[src/rtl/switch_led_controller.sv]
// switch_led_controller: debounced multi-switch panel arbitrating events into toggle/blink/chase LED modes.
// Define PRESS_EDGE_EN to fire events on the debounced press instead of the release.
module switch_led_controller #(
  parameter int NUM_SW         = 4,
  parameter int DEBOUNCE_LIMIT = 250000,
  parameter int BLINK_DIV      = 12500000
) (
  input  logic              i_Clk,
  input  logic              i_Rst_L,
  input  logic [NUM_SW-1:0] i_Switch,
  output logic [NUM_SW-1:0] o_LED,
  output logic [1:0]        o_Mode,
  output logic              o_Event
);
  localparam int PW = $clog2(NUM_SW);
  localparam int DW = NUM_SW - 1;
  localparam int CW = $clog2(DEBOUNCE_LIMIT);
  localparam int BW = $clog2(BLINK_DIV);
  typedef enum logic [1:0] {TOGGLE, BLINK, CHASE} mode_t;
  logic [NUM_SW-1:0] sync1, synced, stable, stable_d, pending, edge_evt, gnt;
  logic [CW-1:0] db_cnt [NUM_SW];
  logic [PW-1:0] rr, gnt_idx, pos;
  logic [BW-1:0] blink_cnt;
  logic [DW-1:0] led_state, data_led;
  logic gnt_vld, phase;
  int cand;
  mode_t mode, mode_nx;
  always_ff @(posedge i_Clk or negedge i_Rst_L)
    if (!i_Rst_L) begin
      sync1    <= '0;
      synced   <= '0;
      stable   <= '0;
      stable_d <= '0;
      for (int i = 0; i < NUM_SW; i++) db_cnt[i] <= '0;
    end else begin
      sync1    <= i_Switch;
      synced   <= sync1;
      stable_d <= stable;
      for (int i = 0; i < NUM_SW; i++)
        if (synced[i] == stable[i]) db_cnt[i] <= '0;
        else if (db_cnt[i] == CW'(DEBOUNCE_LIMIT - 1)) begin
          stable[i] <= synced[i];
          db_cnt[i] <= '0;
        end else db_cnt[i] <= db_cnt[i] + CW'(1);
    end
`ifdef PRESS_EDGE_EN
  assign edge_evt = stable & ~stable_d;
`else
  assign edge_evt = stable_d & ~stable;
`endif
  // Scan downward so the candidate closest to rr is the last one to win.
  always_comb begin
    gnt_vld = 1'b0;
    gnt_idx = '0;
    cand    = 0;
    for (int k = NUM_SW - 1; k >= 0; k--) begin
      cand = int'(rr) + k;
      cand = cand >= NUM_SW ? cand - NUM_SW : cand;
      if (pending[PW'(cand)]) begin
        gnt_vld = 1'b1;
        gnt_idx = PW'(cand);
      end
    end
    gnt = gnt_vld ? NUM_SW'(1) << gnt_idx : '0;
  end
  always_comb begin
    mode_nx = mode;
    if (gnt[NUM_SW-1]) mode_nx = mode == TOGGLE ? BLINK : mode == BLINK ? CHASE : TOGGLE;
  end
  always_ff @(posedge i_Clk or negedge i_Rst_L)
    if (!i_Rst_L) mode <= TOGGLE;
    else mode <= mode_nx;
  always_ff @(posedge i_Clk or negedge i_Rst_L)
    if (!i_Rst_L) begin
      pending   <= '0;
      rr        <= '0;
      led_state <= '0;
      o_Event   <= 1'b0;
      blink_cnt <= '0;
      phase     <= 1'b0;
      pos       <= '0;
    end else begin
      pending   <= (pending & ~gnt) | edge_evt;
      o_Event   <= gnt_vld;
      led_state <= led_state ^ (gnt[DW-1:0] & {DW{mode != CHASE}});
      if (gnt_vld) rr <= gnt_idx == PW'(NUM_SW - 1) ? '0 : gnt_idx + PW'(1);
      if (mode_nx != mode) begin
        blink_cnt <= '0;
        phase     <= 1'b1;
        pos       <= '0;
      end else if (mode != TOGGLE) begin
        if (blink_cnt == BW'(BLINK_DIV - 1)) begin
          blink_cnt <= '0;
          phase     <= ~phase;
          pos       <= pos == PW'(NUM_SW - 2) ? '0 : pos + PW'(1);
        end else blink_cnt <= blink_cnt + BW'(1);
      end
    end
  assign data_led = mode == TOGGLE ? led_state : mode == BLINK ? led_state & {DW{phase}} : DW'(1) << pos;
  assign o_LED    = {mode != TOGGLE, data_led};
  assign o_Mode   = mode;
endmodule

[config.mk]
export PLATFORM = sky130hd
export DESIGN_NAME = switch_led_controller
export DESIGN_NICKNAME = d
export VERILOG_FILES = /design/src/rtl/switch_led_controller.sv
export SDC_FILE = /design/constraint.sdc
export NUM_CORES = 1
export LEC_CHECK = 0
export CAP_MARGIN = 20
export CORE_MARGIN = 2
export CORE_UTILIZATION = 30
export DETAILED_ROUTE_END_ITERATION = 7
export GPL_TIMING_DRIVEN = 0
export PLACE_DENSITY_LB_ADDON = 0.15
export REMOVE_ABC_BUFFERS = 1
export SETUP_SLACK_MARGIN = 0.15
export SYNTH_ARGS = -nofsm -noshare
export SYNTH_HDL_FRONTEND = slang
export SYNTH_SLANG_ARGS = --single-unit
[constraint.sdc]
create_clock -name i_Clk -period 2.55 [get_ports i_Clk]
set_clock_uncertainty 0.05 [all_clocks]
set_input_delay 0.765 -clock i_Clk [delete_from_list [all_inputs] [get_ports i_Clk]]
set_output_delay 0.765 -clock i_Clk [all_outputs]
set_load 0.03 [all_outputs]
==> metrics, run 1 <==
Routed Antenna Nets 0; RSZ-0062 raised after global routing true; Seq pwr share 44.1%; Critical Path Fanout Max 7; period utilization 95.9%; sequential area share after synthesis 51.0%; Synth Area per Inst 9.64 um2; core area 20300 um2; first-pass GRT wire length 23.6 mm; Skew-Pair Late Insertion Delay 0.41 ns; RePlAce Congestion 0.785; Clock Tree Root clkbuf_16; final setup fails 0; run status finished, final reports clean; EDFF count, synth 0; # rows 52; Hold Vio Cnt, Final 0; vias post-DR 4882; switching part of the total power 20.1%; vias per cell 5.05; Comb pwr share 2.3%; maximum clock rate 409 MHz; vias in the first global route 4929; CTS max path bufs 2; NetSw 0.938 mW; top_reg_cell synth dfrtp_1; non-filler instance count after layout 967; maximum VDD drop 0.403 mV; Slew HR 34.5%; WS Path Type flip-flop to flip-flop; post-DR wirelength/cell 14.0 um; Max Cap Viol 0; crit path time final 2.45 ns; fraction of layout cells with a size suffix above 1 14.2%; Tot GR Track Use 13.1%; Initial Util 30.7%; Unique masters post-synth 48; instance count of the mapped netlist 646; Post-CTS Hold Fix Bufs 0; Hold Crit Class input pin to async pin; fraction of registers with async set/reset 100%; clk sinks 127; flop2flop setup slack 0.10 ns; nature of the critical path endpoint flip-flop; part of the power in the clock network 53.6%; CTS tree built; # nets final 701; Syn Std Cell Area 6230 um2; worst path arrival time 2.74 ns; initial antenna violation count 0; DRC 0; Required @ worst endpoint 2.84 ns; total die area 21900 um2; clk slew on worst S/H paths 0.06 ns; Startpoint Class flip-flop; port buffer count 12; DRT Pass-1 Iters 4; WHS 0.251 ns; Static Leak 3.00 nW; cts bufs inserted 17; number of DRC markers in iteration 0 227; WL final 13.5 mm; htree depth 4; layout overhead on the synthesized area 21.5%; worst-margin pin slew 0.980 ns; Yosys reg bits 127; Placed Instances 913; pin count of the biggest net entering global routing 82; chip width 148 um; Yosys warning total 0; num ports 13; grt ovf 0; Max Transition Viols Final 0; Int Pwr 3.73 mW; DIE HEIGHT 148 um; pwr dens 617 nW/um2; hpwl dp 8.64 mm; # diodes 0
## cell families after synthesis
family	count (synthesis)	share of synthesized area (%)
xor gates and xnor gates	54	7.59
DFF	127	51.0
muxes	4	0.723
buffers and inverters	53	3.50
adders and majority gates	9	1.81
and+or+nand+nor	286	23.8
AOI/OAI and AO/OA	113	11.6
## power by group through the flow
stage / sequential (mW) / clock [mW] / combinational [mW]
global placement: 2.09 / 0 / 0.100
floorplan: 2.09 / 0 / 0.0407
detailed placement: 2.09 / 0 / 0.112
global route: 2.06 / 2.67 / 0.126
finish: 2.06 / 2.50 / 0.106
CTS: 2.06 / 2.58 / 0.112
## placed cells by master, fill, tap and decap left out, types with 16 or more instances in the layout
master and n:
xnor2_1 38, nor2_1 69, nand3_1 26, a21oi_1 36, o21ai_0 20, or4_1 25
o31ai_1 19, nand4_1 21, buf_4 26, nand2_1 54, inv_1 32, xor2_1 16
nor3_1 20, clkbuf_16 17, or3_1 17, dfrtp_1 122
## flip-flops by register name, indices dropped and copies added (netlist names), 2 cells and up
name and cells:
blink_cnt 24, db_cnt 72, led_state 3, o_Mode 2, pending 4, pos 2, rr 2, stable 4
stable_d 4, sync1 4, synced 4
## metal layers
layer	share of wire (%)	track usage [%]	vias up
li1	-	-	2402
met1	48	17.2	2420
met2	49	21.3	53
met3	2.6	3.71	7
met4	0.78	3.90	0
met5	0	0	-
## layout make-up
class | count | area, um2
Clock buffer | 25 | 505
Inverter | 35 | 135
Timing Repair Buffer | 39 | 349
Fill cell | 2086 | 12700
Clock inverter | 5 | 103
Multi-Input combinational cell | 466 | 2950
Sequential cell | 127 | 3180
Tap cell | 270 | 338
## metrics by stage
| step | TNS, ns | power (mW) | setup WS (ns) | instance area (um2) | utilization (%) |
|---|---|---|---|---|---|
| after global routing | 0 | 4.86 | 0.0106 | 7570 | 37.3 |
| after floorplan | -3.50 | 2.13 | -0.346 | 6140 | - |
| after detailed placement | -10.05 | 2.20 | -0.795 | 6670 | 32.9 |
| after CTS | 0 | 4.74 | 0.0690 | 7440 | 36.6 |
| final | 0 | 4.67 | 0.104 | 7570 | 37.3 |
| after global placement | -591.68 | 2.19 | -4.58 | 6600 | 32.5 |
## final timing paths
check	depth (start not counted)	from	end
setup / recovery	9	rr[1]	blink_cnt[11]
hold / removal	1	i_Rst_L	db_cnt[9]
setup reg to reg	9	rr[1]	blink_cnt[11]
hold reg to reg	0	sync1[3]	synced[3]
max in group asynchronous	2	i_Rst_L	pending[0]
min in group i_Clk	0	sync1[3]	synced[3]
## worst max-delay path, stage by stage, from the launching register on
cell      delay [ns]
dfrtp_2         0.47
nand2_2         0.09
o21ai_2         0.06
a221oi_2        0.33
ha_2            0.25
o41a_4          0.17
o211ai_1        0.14
buf_4           0.20
or4_1           0.49
a21oi_2         0.13
## synth_stat cells (2+ instances only)
library cell  instances  area [um2]
nor4_1               15        93.8
xor2_1               16         140
o31ai_1              20         150
nand2b_1              2        12.5
or4_1                30         225
nor2b_1               3        18.8
o2111ai_1             2        17.5
nand2_1              55         206
nor3_1               20         100
inv_1                34         128
nand3_1              26         130
a31oi_1               2        12.5
o21ai_0              22         110
nand4_1              21         131
buf_2                 3        15.0
a21oi_1              43         215
and2_1                4        25.0
mux2_2                4        45.0
o211ai_1              3        22.5
ha_1                  9         113
nor4b_1               2        17.5
buf_6                 2        22.5
o41ai_2               2        32.5
and3_1               10        62.6
dfrtp_1             127        3180
o22ai_1               7        43.8
clkbuf_1             13        48.8
nor2_1               71         267
or3_1                17         106
and4_1                5        43.8
o221ai_1              2        17.5
xnor2_1              38         333
## what timing repair did
action	CTS	global route
hold endpoints to repair	0	0
buffers inserted	16	7
pin swaps	17	13
setup endpoints to repair	24	35
cloned	1	0
resized for setup	37	23
No activity file was read; power rests on OpenSTA's default activity.
==> run 2, diff against run 1 <==
- ABC_CLOCK_PERIOD_IN_PS: not set -> 2550
- CORE_UTILIZATION: 30 -> 56
==> metrics, run 2 (synthesis gave the netlist of run 1 again) <==
most frequent cells in the layout dfrtp_1 (122), nor2_1 (70), nand2_1 (54), xnor2_1 (38), a21oi_1 (35); hpwl dp 8.13 mm; grt met1 use 30.0%; Static Leak 3.06 nW; FF+latch area 3180 um2; final instance area 7480 um2; num ports 13; CTS tree built; Slowest-stage cell, CP or4_4; most common cell after layout, fill and taps aside dfrtp_1; vias post-DR 5025; RSZ-0062 raised after global routing true; TNS Setup 0 ns; area of the multi-input gates 2990 um2; final setup fails 0; CTS max path bufs 2; number of DRC markers in iteration 0 390; clk slew on worst S/H paths 0.06 ns; Clock Tree Root clkbuf_8; RePlAce Congestion 0.870; total die area 12000 um2; DIE HEIGHT 109 um; Reg-to-Reg End blink_cnt[23]; nature of the critical path endpoint flip-flop; cts bufs inserted 17; FILL cells 791; fraction of layout cells with a size suffix above 1 15.3%; critical path's largest stage delay 0.51 ns; WS Path Type flip-flop to flip-flop; Slew HR 38.2%; pin count of the biggest net entering global routing 92; DRT Pass-1 Iters 5; Critical Path Fanout Max 7; post-DR wirelength/cell 15.8 um; Routed Antenna Nets 0; pwr dens 642 nW/um2; worst path arrival time 2.92 ns; Hold Vio Cnt, Final 0; Top reg by flops db_cnt; crit path time final 2.49 ns; FF-to-FF path depth 10; Most Crowded Layer GR met2; Skew-Pair Late Insertion Delay 0.55 ns; WL final 13.3 mm; core area 10800 um2; Regs by FF count db_cnt x72, blink_cnt x24; worst-margin pin slew 0.924 ns; clk sinks 127; initial antenna violation count 0; Startpoint Class flip-flop; Hold Crit Class input pin to async pin; htree depth 4; Max Transition Viols Final 0; period utilization 97.6%; layout overhead on the synthesized area 20.2%; chip width 109 um; vias in the first global route 4943; run status finished, final reports clean; Required @ worst endpoint 2.98 ns; max FFs per register 72; placed cell areas 6490 um2; maximum clock rate 402 MHz; maximum VDD drop 0.574 mV; Initial Util 57.4%; # nets final 702; DRC 0; Post-CTS Hold Fix Bufs 0; Tot GR Track Use 23.7%; met2 Use GR 38.5%; # diodes 0; port buffer count 12; Max Cap Viol 0; Worst R2R Start rr[1]; vias per cell 5.98; grt ovf 0; GRT met3 Usage 6.52%; # rows 38; crit-path cells a21oi_2 -> nor2_1 -> nor2_1 -> o22a_1 -> ha_2 -> o41a_4 -> o211ai_1 -> buf_4 -> or4_4 -> a21oi_2; flop2flop setup slack 0.06 ns; first-pass GRT wire length 22.1 mm
-- run 2: cell count changes in the layout (fill, tap and decap cells not counted), moves of 2 or more --
cell / before / now
clkinvlp_4: 2 / 0
or4_4: 5 / 9
or4_1: 25 / 21
clkinv_4: 0 / 2
clkinv_2: 1 / 4
bufinv_16: 3 / 5
-- run 2: critical path, delay by kind of cell (launching register included) --
kind                     cells  cell delay, ns
buffers and inverters        1            0.20
flip-flops                   1            0.47
AND/OR/NAND/NOR              3            0.71
AO/OA/AOI/OAI                5            0.76
adder cells (fa/ha/maj)      1            0.20
-- run 2: worst max-delay path by stage --
stage                    start             to  depth (start not counted)
finish                   rr[1]  blink_cnt[23]                         10
global route             rr[1]  blink_cnt[23]                         10
CTS                  o_Mode[1]       o_LED[3]                          3
detailed placement  pending[0]  blink_cnt[15]                          8
global placement       i_Rst_L     db_cnt[26]                          1
floorplan            o_Mode[1]  blink_cnt[15]                          5
-- run 2: cell type report --
cell class,instances,share of cell area [%]
clock buffer,22,6.19
inverter,35,1.77
sequential,127,42.5
multi-input combinational,466,39.9
tap,140,2.34
timing repair buffer,40,4.83
clock inverter,10,2.44
-- run 2: metrics by stage --
step	setup WS (ns)	utilization (%)	cells	hold slack, ns	total power, mW
final	0.0610	69.0	840	0.0659	4.81
after global routing	-0.0528	69.0	840	0.0843	4.96
after CTS	0.0688	67.3	827	0.0662	4.84
after detailed placement	-0.867	59.8	781	0.286	2.20
after global placement	-4.24	59.4	780	0.288	2.19
after floorplan	-0.346	-	628	0.281	2.13
-- run 2: what timing repair did --
item / CTS / global route
endpoints found under the setup margin: 22 / 45
pin swaps: 15 / 19
cloned: 1 / 0
resized for setup: 42 / 27
buffers inserted: 13 / 12
-- run 2: layer usage --
metal / share of wire (%) / routed length [um]
met1: 45 / 5940
met2: 50 / 6620
met3: 3.8 / 504
met4: 1.5 / 205
met5: 0 / 0
-- run 2: power by group --
group	switching (mW)	leakage [nW]	internal, mW
logic	0.0728	1.01	0.0343
clock network	0.883	0.319	1.76
registers	0.0174	1.74	2.04
